==> src/rtl/ssd_pkg.sv <==
// Shared types and constants for the seven-segment display arbiter.
package ssd_pkg;

  typedef enum logic {
    ST_IDLE = 1'b0,
    ST_HOLD = 1'b1
  } ssd_state_e;

  localparam int SSD_DIGITS     = 4;
  localparam int SSD_WIDTH      = 16;
  localparam int HOLD_CYCLES_1S = 100_000_000;

endpackage

==> src/rtl/ssd_display_arbiter_rr_picker.sv <==
// Combinational round-robin picker; search starts one past last,
// so the previous owner is considered last.
module rr_picker #(
  parameter int NREQ = 4
) (
  input  logic [NREQ-1:0]         req,
  input  logic [$clog2(NREQ)-1:0] last,
  output logic                    any,
  output logic [$clog2(NREQ)-1:0] winner
);

  localparam int IW = $clog2(NREQ);

  int idx;

  always_comb begin
    any    = 1'b0;
    winner = '0;
    idx    = 0;
    for (int k = 1; k <= NREQ; k++) begin
      idx = (int'(last) + k) % NREQ;
      if (!any && req[idx[IW-1:0]]) begin
        any    = 1'b1;
        winner = idx[IW-1:0];
      end
    end
  end

endmodule

==> src/rtl/ssd_display_arbiter.sv <==
// Round-robin time-sharing of the 4-digit display between requesters,
// with a guaranteed minimum hold per grant.
module ssd_display_arbiter
  import ssd_pkg::*;
#(
  parameter int NREQ        = 4,
  parameter int HOLD_CYCLES = HOLD_CYCLES_1S
) (
  input  logic                      clk,
  input  logic                      clr_n,
  input  logic [NREQ-1:0]           req,
  input  logic [SSD_WIDTH*NREQ-1:0] data,
  output logic [NREQ-1:0]           grant,
  output logic [SSD_WIDTH-1:0]      number,
  output logic [$clog2(NREQ)-1:0]   owner,
  output logic                      busy,
  output logic                      slot_done
);

  localparam int IW = $clog2(NREQ);
  localparam int CW = (HOLD_CYCLES > 1) ? $clog2(HOLD_CYCLES) : 1;

  if (NREQ < 2 || NREQ > 8) begin : g_bad_nreq
    $error("ssd_display_arbiter: NREQ must be 2..8");
  end
  if (HOLD_CYCLES < 1) begin : g_bad_hold
    $error("ssd_display_arbiter: HOLD_CYCLES must be >= 1");
  end

  ssd_state_e           state_q, state_d;
  logic [NREQ-1:0]      grant_q, grant_d;
  logic [SSD_WIDTH-1:0] number_q, number_d;
  logic [IW-1:0]        owner_q, owner_d;
  logic [CW-1:0]        cnt_q, cnt_d;
  logic                 busy_q, busy_d;
  logic                 slot_done_q, slot_done_d;

  logic                 any;
  logic [IW-1:0]        win;
  logic [SSD_WIDTH-1:0] words [NREQ];

  for (genvar i = 0; i < NREQ; i++) begin : g_word
    assign words[i] = data[SSD_WIDTH*i +: SSD_WIDTH];
  end

  rr_picker #(
    .NREQ (NREQ)
  ) u_picker (
    .req    (req),
    .last   (owner_q),
    .any    (any),
    .winner (win)
  );

  always_comb begin
    state_d     = state_q;
    grant_d     = grant_q;
    number_d    = number_q;
    owner_d     = owner_q;
    cnt_d       = cnt_q;
    slot_done_d = 1'b0;
    unique case (state_q)
      ST_IDLE: begin
        grant_d = '0;
        if (any) begin
          state_d  = ST_HOLD;
          grant_d  = NREQ'(1) << win;
          owner_d  = win;
          number_d = words[win];
          cnt_d    = CW'(HOLD_CYCLES - 1);
        end
      end
      ST_HOLD: begin
        if (cnt_q == '0) begin
          slot_done_d = 1'b1;
          if (any) begin
            grant_d  = NREQ'(1) << win;
            owner_d  = win;
            number_d = words[win];
            cnt_d    = CW'(HOLD_CYCLES - 1);
          end else begin
            state_d = ST_IDLE;
            grant_d = '0;
          end
        end else begin
          cnt_d = cnt_q - 1'b1;
          // a dropped request freezes the value but not the hold
          if (req[owner_q]) number_d = words[owner_q];
        end
      end
      default: state_d = ST_IDLE;
    endcase
    busy_d = (state_d == ST_HOLD);
  end

  always_ff @(posedge clk or negedge clr_n) begin
    if (!clr_n) begin
      state_q     <= ST_IDLE;
      grant_q     <= '0;
      number_q    <= '0;
      owner_q     <= IW'(NREQ - 1);
      cnt_q       <= '0;
      busy_q      <= 1'b0;
      slot_done_q <= 1'b0;
    end else begin
      state_q     <= state_d;
      grant_q     <= grant_d;
      number_q    <= number_d;
      owner_q     <= owner_d;
      cnt_q       <= cnt_d;
      busy_q      <= busy_d;
      slot_done_q <= slot_done_d;
    end
  end

  assign grant     = grant_q;
  assign number    = number_q;
  assign owner     = owner_q;
  assign busy      = busy_q;
  assign slot_done = slot_done_q;

endmodule

==> config.mk <==
export PLATFORM = sky130hd
export DESIGN_NAME = ssd_display_arbiter
export DESIGN_NICKNAME = d
export VERILOG_FILES = /design/src/rtl/ssd_pkg.sv /design/src/rtl/ssd_display_arbiter_rr_picker.sv /design/src/rtl/ssd_display_arbiter.sv
export SDC_FILE = /design/constraint.sdc
export NUM_CORES = 1
export LEC_CHECK = 0
export ABC_AREA = 1
export BUFFER_PORTS_ARGS = -buffer_cell sky130_fd_sc_hd__buf_2
export CAP_MARGIN = 10
export CORE_AREA = 2 2 104 106
export CTS_CLUSTER_SIZE = 20
export DETAILED_ROUTE_END_ITERATION = 10
export DIE_AREA = 0 0 106 108
export PLACE_DENSITY = 0.71
export SETUP_SLACK_MARGIN = 0.02
export SLEW_MARGIN = 5
export SYNTH_ARGS = -nofsm -noshare
export SYNTH_HDL_FRONTEND = slang
export SYNTH_SLANG_ARGS = --single-unit
==> constraint.sdc <==
create_clock -name clk -period 3.16 [get_ports clk]
set_clock_uncertainty 0.2 [all_clocks]
set_input_delay 0.316 -clock clk [delete_from_list [all_inputs] [get_ports clk]]
set_output_delay 0.316 -clock clk [all_outputs]
set_load 0.02 [all_outputs]
==> results.py, run 1 <==
metrics = {
    "setup_path": {
        "crit_chain": "nand2_2 > nand2_4 > nand2_1 > nand2_2 > inv_2 > nand3_4 > nand2_2 > inv_2 > nand2_1 > inv_1 > nand3_1 > nand2_1 > a21oi_1",
        "slowest_stage": "dfstp_2",
        "worstPathMaxFanout": 31,
        "setup.worst_path.class": "register to register",
        "arrival_ns": 2.86,
        "critPathCaptureType": "register",
        "r2r_setup_slack_ns": 0.31,
        "critPathLaunchType": "register",
        "reg2reg_to": "number[2]",
        "crit_start": "owner[0]",
        "worst_ep_required_time_ns": 3.17,
        "slowest_delay_ns": 0.74,
        "r2r_start": "owner[0]",
        "worst-r2r-cell-count": 13,
    },
    "sta": {
        "fin_crit_ns": 2.852,
        "finalSetupViolCount": 0,
        "setup_tns_ns": 0,
        "max_freq_mhz": 350.6,
        "rsz0062_at_grt": "false",
        "post-route-period-util_pct": 90.26,
        "worstMarginPinSlew_ns": 0.6977,
        "hold_viol": 0,
        "relSlewSlack_pct": 53.48,
        "final_max_slew_viol_count": 0,
    },
    "worst_hold_path": {
        "holdPathEnd": "number[14]",
        "worstHoldStart": "data[46]",
        "worst_hold_path_type": "input pin to register",
        "holdPathStages": 5,
    },
    "clock_network": {
        "clockBufferDepth": 2,
        "cts_resized": 0,
        "root_buffer": "clkbuf_8",
        "cts_inserted_buffers": 5,
        "cts_tree": "built",
        "clkTransAtPathRegs_ns": 0.11,
        "worstSkewPairLatency_ns": 0.32,
        "clock_sinks": 51,
        "htree_levels": 2,
    },
    "yosys": {
        "syn_avg_cell_area_sq_um": 7.061,
        "netlist_instances": 567,
        "synth_top_area_share_pct": 30.62,
        "yosysTopAreaCell": "dfrtp_1",
        "async_reset_ff_share_pct": 100.0,
        "synth_edf_count": 0,
        "syn_nets": 639,
        "ys_seq_area_share_pct": 31.94,
        "synth_cell_types": 48,
        "ys_warn_count": 0,
        "synth_seq_cells": 51,
        "dominantRegCellSynth": "dfrtp_1",
        "ys_top_cells_by_area": "dfrtp_1, nand2_1, inv_1",
        "syn_area_sq_mm": 0.004004,
    },
    "detailed_routing": {
        "routedWlPerCell_um": 15.15,
        "dr.first_iter.drc_count": 314,
        "wl_um": 11980,
        "ant_nets": 0,
        "first_pass_iters": 5,
        "num_vias": 4269,
        "route.detailed.drc": 0,
        "viasPerCell": 5.397,
    },
    "global_routing": {
        "grt_overflow": 0,
        "antenna_found_initial": 0,
        "grtUsageTotal_pct": 21.41,
        "use_met3_pct": 2.893,
        "grt_max_degree": 52,
        "grt_use_met1_pct": 28.71,
        "grt-busiest-layer": "met2",
        "grt_pass1_vias": 4251,
        "grt_pass1_wl_um": 20010,
        "grtUsageMet2_pct": 35.90,
    },
    "run_status": {
        "status": "finished clean",
    },
    "floorplan": {
        "die_x_um": 106,
        "die_h_um": 108,
        "rows": 37,
        "dieArea_sq_mm": 0.01145,
        "io_pins": 94,
        "initial_core_util_pct": 39.13,
        "coreArea_sq_mm": 0.01023,
    },
    "placement": {
        "dp_hpwl_um": 8643,
        "io_buffers": 93,
        "place_inst": 782,
        "place_congestion": 0.8984,
    },
    "run": {
        "maxCapViolations": 0,
    },
    "final_layout": {
        "antenna-diode-count": 0,
        "drive_above_1_share_pct": 23.82,
        "layout.cells.non_filler": 791,
        "area_delta_synth_final_pct": 16.06,
        "final_nets": 726,
    },
    "power_and_ir_drop": {
        "power_density_mw_per_mm2": 501.8,
        "ir_drop_uv": 267.7,
        "p_leak_nw": 2.290,
    },
}
[layer usage]
layer	wire length, um	part of all wire, %
met5	0	0
met4	231	1.9
met3	921	7.7
met2	5504	46
met1	5327	44
[worst max-delay path by stage]
stage	end	slack, ns	cells after the start
2_1_floorplan	number[11]	0.86	13
3_3_place_gp	number[9]	0.43	13
3_5_place_dp	number[5]	0.34	13
4_1_cts	number[5]	0.34	13
5_1_grt	number[13]	0.11	13
6_report	number[2]	0.31	13
[metrics by stage]
stage          utilization [%]  power [mW]  setup WS (ns)  area (sq um)  hold WS (ns)
2_1_floorplan                -       1.616         0.8584          4004       -0.1796
3_3_place_gp             44.39       1.878         0.4342          4542        0.2790
3_5_place_dp             44.39       1.902         0.3437          4542        0.2846
4_1_cts                  45.42       2.319         0.3386          4647        0.1329
5_1_grt                  45.42       2.486         0.1143          4647        0.1629
6_report                 45.42       2.332         0.3077          4647        0.1353
[sequential cells by signal, summed over array words and instances, names as in the netlist]
| signal | flops |
|---|---|
| cnt_q | 27 |
| number | 16 |
| grant | 4 |
| owner | 2 |
| busy | 1 |
| slot_done | 1 |
[power breakdown]
| group | internal, mW | leakage [nW] | switching (mW) |
|---|---|---|---|
| Combinational | 0.359 | 1.65 | 0.647 |
| Sequential | 0.778 | 0.592 | 0.123 |
| Clock | 0.181 | 0.0484 | 0.243 |
| Total | 1.32 | 2.29 | 1.01 |
[layout by cell type (no fill, tap or decap), types with 11 or more instances in the layout]
| cell type | instances |
|---|---|
| a21oi_1 | 24 |
| a221oi_1 | 11 |
| a22oi_1 | 11 |
| buf_2 | 93 |
| dfrtp_1 | 49 |
| inv_1 | 67 |
| nand2_1 | 127 |
| nand2_2 | 13 |
| nand3_1 | 45 |
| nand4_1 | 18 |
| nor2_1 | 47 |
| o21ai_0 | 43 |
| o21ai_1 | 11 |
[cell usage after synthesis, drive strengths merged (2+ instances only)]
cell	instances
nor2	51
a22oi	11
o22a	5
nand4	18
o21ai	55
o211ai	5
a221oi	11
nand2	150
nor4	2
ha	2
a21oi	29
dfstp	2
nor3	4
o22ai	8
clkbuf	6
dfrtp	49
buf	16
inv	73
clkinv	3
o31ai	4
or2	8
nand3	48
[area by class of cell]
class	count	area, sq um
clock buffers	7	86.33
fillers	1019	5584
flip-flops and latches	51	1279
repair buffers	102	548.0
multi-input cells	418	2258
well taps	136	170.2
clock inverters	1	8.758
inverters	76	296.5
[logic make-up (layout without fill, tap and decap cells)]
logic type / count (synthesis) / after routing / share of synthesized area, %
AOI/OAI and AO/OA: 131 / 131 / 20.38
buffers and inverters: 98 / 186 / 11.66
adders and majority gates: 2 / 2 / 0.6249
and+or+nand+nor: 282 / 282 / 34.72
DFF: 51 / 51 / 31.94
xor gates and xnor gates: 2 / 2 / 0.4376
muxes: 1 / 1 / 0.2500
[timing repair]
item,in CTS,in global routing
buffers inserted,0,0
hold buffers,1,0
hold endpoints to repair,49,0
[worst max-delay path: cells and delay by family, from the launching register on]
kind                   cells  cell delay [ns]
AO/OA/AOI/OAI              1             0.06
buffers and inverters      3             0.61
flip-flops                 1             0.74
AND/OR/NAND/NOR            9             1.12
No activity file was read; power rests on OpenSTA's default activity.
==> inputs of run 2 (changes only) <==
CORE_AREA = 5 5 107 109   (was 2 2 104 106)
DIE_AREA = 0 0 112 114   (was 0 0 106 108)
==> run 2 against run 1 <==
  * Sequential share of layout area fell by 0.17 points
  * Cell count rose by 0.76%
  * Global-route usage fell by 2.0 points
  * Non-clock buffer count rose by 2
  * Flip-flop and latch count did not move
  * Clock power barely moved
  * Worst setup slack got worse by 0.022 ns
  * Design area rose by 0.62%
  * Via count rose by 0.80%
  * Utilization fell by 0.92 points
  * Die area rose by 12%
  * First-iteration DRC count fell by 5.7%
==> results.py, run 2 (same netlist as run 1, synthesis figures left out) <==
metrics = {
    "run_status": {
        "status": "finished clean",
    },
    "setup_path": {
        "setup.worst_path.class": "register to register",
        "worst_ep_required_time_ns": 3.17,
        "critPathCaptureType": "register",
        "worstPathMaxFanout": 31,
        "critPathLaunchType": "register",
        "arrival_ns": 2.88,
    },
    "floorplan": {
        "die_h_um": 114,
        "initial_core_util_pct": 38.10,
        "rows": 38,
        "die_x_um": 112,
        "dieArea_sq_mm": 0.01277,
        "io_pins": 94,
        "coreArea_sq_mm": 0.01051,
    },
    "global_routing": {
        "grt_max_degree": 36,
        "antenna_found_initial": 0,
        "grt_pass1_wl_um": 20510,
        "grt_overflow": 0,
        "grt_pass1_vias": 4351,
        "grtUsageTotal_pct": 19.43,
    },
    "power_and_ir_drop": {
        "p_int_mw": 1.341,
        "power_density_mw_per_mm2": 500.0,
        "p_sw_uw": 997.2,
        "seqPwrFrac_pct": 38.7,
        "p_leak_nw": 2.303,
        "clock_power_share_pct": 18.1,
        "ir_drop_uv": 292.7,
        "combPwrFrac_pct": 43.2,
        "swShare_pct": 42.66,
    },
    "placement": {
        "place_inst": 788,
        "io_buffers": 93,
        "place_congestion": 0.9239,
        "dp_hpwl_um": 9217,
    },
    "detailed_routing": {
        "route.detailed.drc": 0,
        "routedWlPerCell_um": 15.37,
        "first_pass_iters": 5,
        "dr.first_iter.drc_count": 296,
        "num_vias": 4303,
        "ant_nets": 0,
        "viasPerCell": 5.399,
        "wl_um": 12250,
    },
    "final_layout": {
        "drive_above_1_share_pct": 24.20,
        "layout.cells.non_filler": 797,
        "largest_register_ffs": 27,
        "final_common_cell": "nand2_1",
        "final_cell_mix": "nand2_1, buf_2, inv_1",
        "area_delta_synth_final_pct": 16.78,
        "antenna-diode-count": 0,
        "regMostFlops": "cnt_q",
        "final_nets": 728,
    },
    "clock_network": {
        "clockBufferDepth": 2,
        "cts_tree": "built",
        "worstSkewPairLatency_ns": 0.31,
        "cts_resized": 0,
        "clkTransAtPathRegs_ns": 0.10,
        "cts_inserted_buffers": 5,
        "clock_sinks": 51,
        "root_buffer": "clkbuf_8",
        "post-cts-setup-buffers": 0,
        "htree_levels": 2,
    },
    "sta": {
        "rsz0062_at_grt": "false",
        "relSlewSlack_pct": 43.46,
        "fin_crit_ns": 2.874,
        "max_freq_mhz": 347.9,
        "finalSetupViolCount": 0,
        "worstMarginPinSlew_ns": 0.8481,
        "setup_tns_ns": 0,
        "hold_viol": 0,
        "post-route-period-util_pct": 90.96,
        "final_max_slew_viol_count": 0,
    },
    "worst_hold_path": {
        "worst_hold_path_type": "input pin to register",
    },
    "run": {
        "maxCapViolations": 0,
    },
}
## run 2: cell count changes in the layout (fill, tap and decap cells not counted), sizes merged
cell,previous run,this run
clkinv,4,3
buf,101,103
clkinvlp,0,1
## run 2: final cells by class
type | count | area, sq um
clock buffer | 7 | 96.34
sequential | 51 | 1279
fill | 1065 | 5832
timing repair buffer | 104 | 563.0
inverter | 76 | 296.5
multi-input combinational | 418 | 2258
tap | 140 | 175.2
clock inverter | 1 | 7.507
## run 2: power by group through the flow
stage,registers (mW),logic (mW),clock network (mW)
after floorplan,0.964,0.652,0
after global placement,0.909,0.980,0
after detailed placement,0.910,1.00,0
after CTS,0.903,1.01,0.433
after global routing,0.925,1.12,0.458
final,0.905,1.01,0.423
## run 2: metrics by stage
stage | area [sq um] | hold WS, ns | utilization, % | setup WS (ns) | total power, mW
3_3_place_gp | 4562 | 0.2752 | 43.42 | 0.4118 | 1.889
2_1_floorplan | 4004 | -0.1796 | - | 0.8584 | 1.616
6_report | 4676 | 0.1497 | 44.50 | 0.2857 | 2.338
4_1_cts | 4676 | 0.1349 | 44.50 | 0.3136 | 2.342
3_5_place_dp | 4562 | 0.2617 | 43.42 | 0.3247 | 1.913
5_1_grt | 4676 | 0.1810 | 44.50 | 0.07675 | 2.502
## run 2: layer usage
metal / global-route usage [%] / vias up / part of all wire (%)
li1: - / 2084 / -
met1: 24.24 / 1989 / 42
met2: 32.89 / 203 / 47
met3: 4.085 / 27 / 8.5
met4: 7.933 / 0 / 2.5
met5: 0 / - / 0
## run 2: timing repair
item                                   4_1_cts  5_1_grt
hold buffers                                 1        0
setup endpoints to repair                    0        0
endpoints found under the hold margin       31        0
## run 2: final timing paths
kind	from	to	slack [ns]	depth (start not counted)
setup / recovery	owner[0]	number[12]	0.29	13
hold / removal	data[43]	number[11]	0.15	5
setup reg to reg	owner[0]	number[12]	0.29	13
hold reg to reg	cnt_q[0]	cnt_q[0]	0.30	1
max in group asynchronous	clr_n	number[14]	1.61	3
min in group asynchronous	clr_n	cnt_q[17]	0.46	2
## run 2: critical path, cell delays in order (launching register included)
cell and delay, ns:
dfstp_2 0.74, nand2_2 0.22, nand2_4 0.13, nand2_1 0.06
nand2_2 0.09, inv_2 0.06, nand3_4 0.19, nand2_2 0.19
inv_2 0.47, nand2_1 0.11, inv_1 0.08, nand3_1 0.07
nand2_1 0.08, a21oi_2 0.05
==> inputs of run 3 (changes only) <==
CELL_PAD_IN_SITES_DETAIL_PLACEMENT = 1   (was default)
CELL_PAD_IN_SITES_GLOBAL_PLACEMENT = 2   (was default)
CORE_AREA = 5 5 122 124   (was 5 5 107 109)
DIE_AREA = 0 0 127 129   (was 0 0 112 114)
GPL_ROUTABILITY_DRIVEN = 0   (was default)
MAX_ROUTING_LAYER = met4   (was default)
PLACE_DENSITY = 0.9   (was 0.71)
==> run 3 against run 2 <==
  * Wire length increased by 17%
  * Flip-flop and latch count unchanged
  * Cell count increased by 5.3%
  * Critical endpoint is now number[13]
  * Largest power group unchanged
==> results.py, run 3 (same netlist as run 1, synthesis figures left out) <==
metrics = {
    "run_status": {
        "status": "finished clean",
    },
    "clock_network": {
        "clockBufferDepth": 2,
        "post-cts-setup-buffers": 0,
        "cts_tree": "built",
        "cts_resized": 0,
        "worstSkewPairLatency_ns": 0.30,
        "cts_hold_buf": 1,
        "htree_levels": 2,
        "cts_inserted_buffers": 5,
        "root_buffer": "clkbuf_16",
        "clkTransAtPathRegs_ns": 0.07,
        "clock_sinks": 51,
    },
    "floorplan": {
        "io_pins": 94,
        "coreArea_sq_mm": 0.01367,
        "initial_core_util_pct": 29.30,
        "die_x_um": 127,
        "rows": 43,
        "dieArea_sq_mm": 0.01638,
        "die_h_um": 129,
    },
    "placement": {
        "place_inst": 830,
        "io_buffers": 93,
        "dp_hpwl_um": 10710,
    },
    "setup_path": {
        "crit_buf_inv": 3,
        "setup.worst_path.class": "register to register",
        "crit_chain": "nand2_2 > nand2_4 > nand2_1 > nand2_2 > inv_2 > nand3_4 > nand2_2 > inv_2 > nand2_1 > inv_1 > nand3_1 > nand2_1 > a21oi_2",
        "slowest_stage": "dfstp_2",
        "r2r_setup_slack_ns": 0.33,
        "worst_ep_required_time_ns": 3.15,
        "worstPathMaxFanout": 30,
        "arrival_ns": 2.82,
        "cp_top_family": "simple AND/OR/NAND/NOR gates",
        "critPathLaunchType": "register",
        "slowest_delay_ns": 0.73,
        "critPathCaptureType": "register",
    },
    "final_layout": {
        "utilization_pct": 35.11,
        "final_common_cell": "nand2_1",
        "area_delta_synth_final_pct": 19.84,
        "regMostFlops": "cnt_q",
        "final_nets": 730,
        "drive_above_1_share_pct": 24.43,
        "final_cell_mix": "nand2_1, buf_2, inv_1",
        "layout.cells.non_filler": 839,
        "antenna-diode-count": 0,
        "largest_register_ffs": 27,
    },
    "sta": {
        "post-route-period-util_pct": 89.58,
        "hold_viol": 0,
        "worstMarginPinSlew_ns": 0.6373,
        "final_max_slew_viol_count": 0,
        "fin_crit_ns": 2.831,
        "max_freq_mhz": 353.3,
        "finalSetupViolCount": 0,
        "rsz0062_at_grt": "false",
        "hold_slack_ns": 0.1606,
        "relSlewSlack_pct": 57.46,
        "setup_tns_ns": 0,
    },
    "detailed_routing": {
        "wl_um": 14300,
        "first_pass_iters": 4,
        "routedWlPerCell_um": 17.05,
        "viasPerCell": 5.153,
        "route.detailed.drc": 0,
        "ant_nets": 0,
        "dr.first_iter.drc_count": 298,
        "num_vias": 4323,
    },
    "power_and_ir_drop": {
        "p_sw_mw": 1.062,
        "p_int_mw": 1.527,
        "swShare_pct": 41.02,
        "p_leak_nw": 2.344,
        "power_density_mw_per_mm2": 539.5,
        "clock_power_share_pct": 25.0,
        "seqPwrFrac_pct": 35.3,
        "total_power_mw": 2.589,
        "combPwrFrac_pct": 39.7,
        "ir_drop_uv": 209.4,
    },
    "global_routing": {
        "antenna_found_initial": 0,
        "grt_overflow": 0,
        "grt_pass1_wl_um": 23050,
        "grt_max_degree": 32,
        "grtUsageTotal_pct": 17.92,
        "grt_pass1_vias": 4623,
    },
    "worst_hold_path": {
        "worst_hold_path_type": "input pin to register",
    },
    "run": {
        "maxCapViolations": 0,
    },
}
## run 3: cell types whose count changed in the layout (fill, tap and decap cells not counted)
cell | previous run | this run
clkinvlp_4 | 1 | 0
buf_12 | 1 | 0
buf_4 | 9 | 12
bufinv_16 | 0 | 1
clkbuf_8 | 7 | 1
clkinv_2 | 1 | 2
clkbuf_16 | 0 | 5
## run 3: path summary, 6_finish.rpt
path / start / end / cells after the start
min in group asynchronous: clr_n / cnt_q[22] / 2
worst min-delay path: data[46] / number[14] / 5
worst min register to register: grant[3] / grant[3] / 2
worst max register to register: owner[0] / number[13] / 13
worst max-delay path: owner[0] / number[13] / 13
max in group asynchronous: clr_n / owner[1] / 3
## run 3: area by class of cell
class	instances	area (sq um)
clock buffers	6	138.9
flip-flops and latches	51	1279
clock inverters	2	35.03
inverters	76	296.5
fillers	1782	8867
multi-input cells	418	2258
repair buffers	106	565.5
well taps	180	225.2
## run 3: worst reg2reg max path, delay by kind of cell, from the launching register on
kind / cells / cell delay [ns]
AO/OA/AOI/OAI: 1 / 0.05
buffers and inverters: 3 / 0.62
flip-flops: 1 / 0.73
AND/OR/NAND/NOR: 9 / 1.13
## run 3: power groups by stage
stage	clock (mW)	combinational, mW	sequential, mW
floorplan	0	0.652	0.964
global placement	0	0.993	0.912
detailed placement	0	1.03	0.918
CTS	0.666	1.03	0.910
global route	0.687	1.13	0.930
finish	0.648	1.03	0.914
## run 3: metrics by stage
| stage | worst slack (ns) | cell area [sq um] |
|---|---|---|
| floorplan | 0.8584 | 4004 |
| global placement | 0.4153 | 4614 |
| detailed placement | 0.3345 | 4614 |
| CTS | 0.3324 | 4798 |
| global route | 0.1069 | 4798 |
| finish | 0.3293 | 4798 |
## run 3: routing by layer
metal  vias to the layer above  GRT usage, %  wire (um)
li1                       2089             -          -
met1                      2091         22.60       6473
met2                       130         31.01       7077
met3                        13         2.117        607
met4                         0         3.849        144
met5                         -             -          0
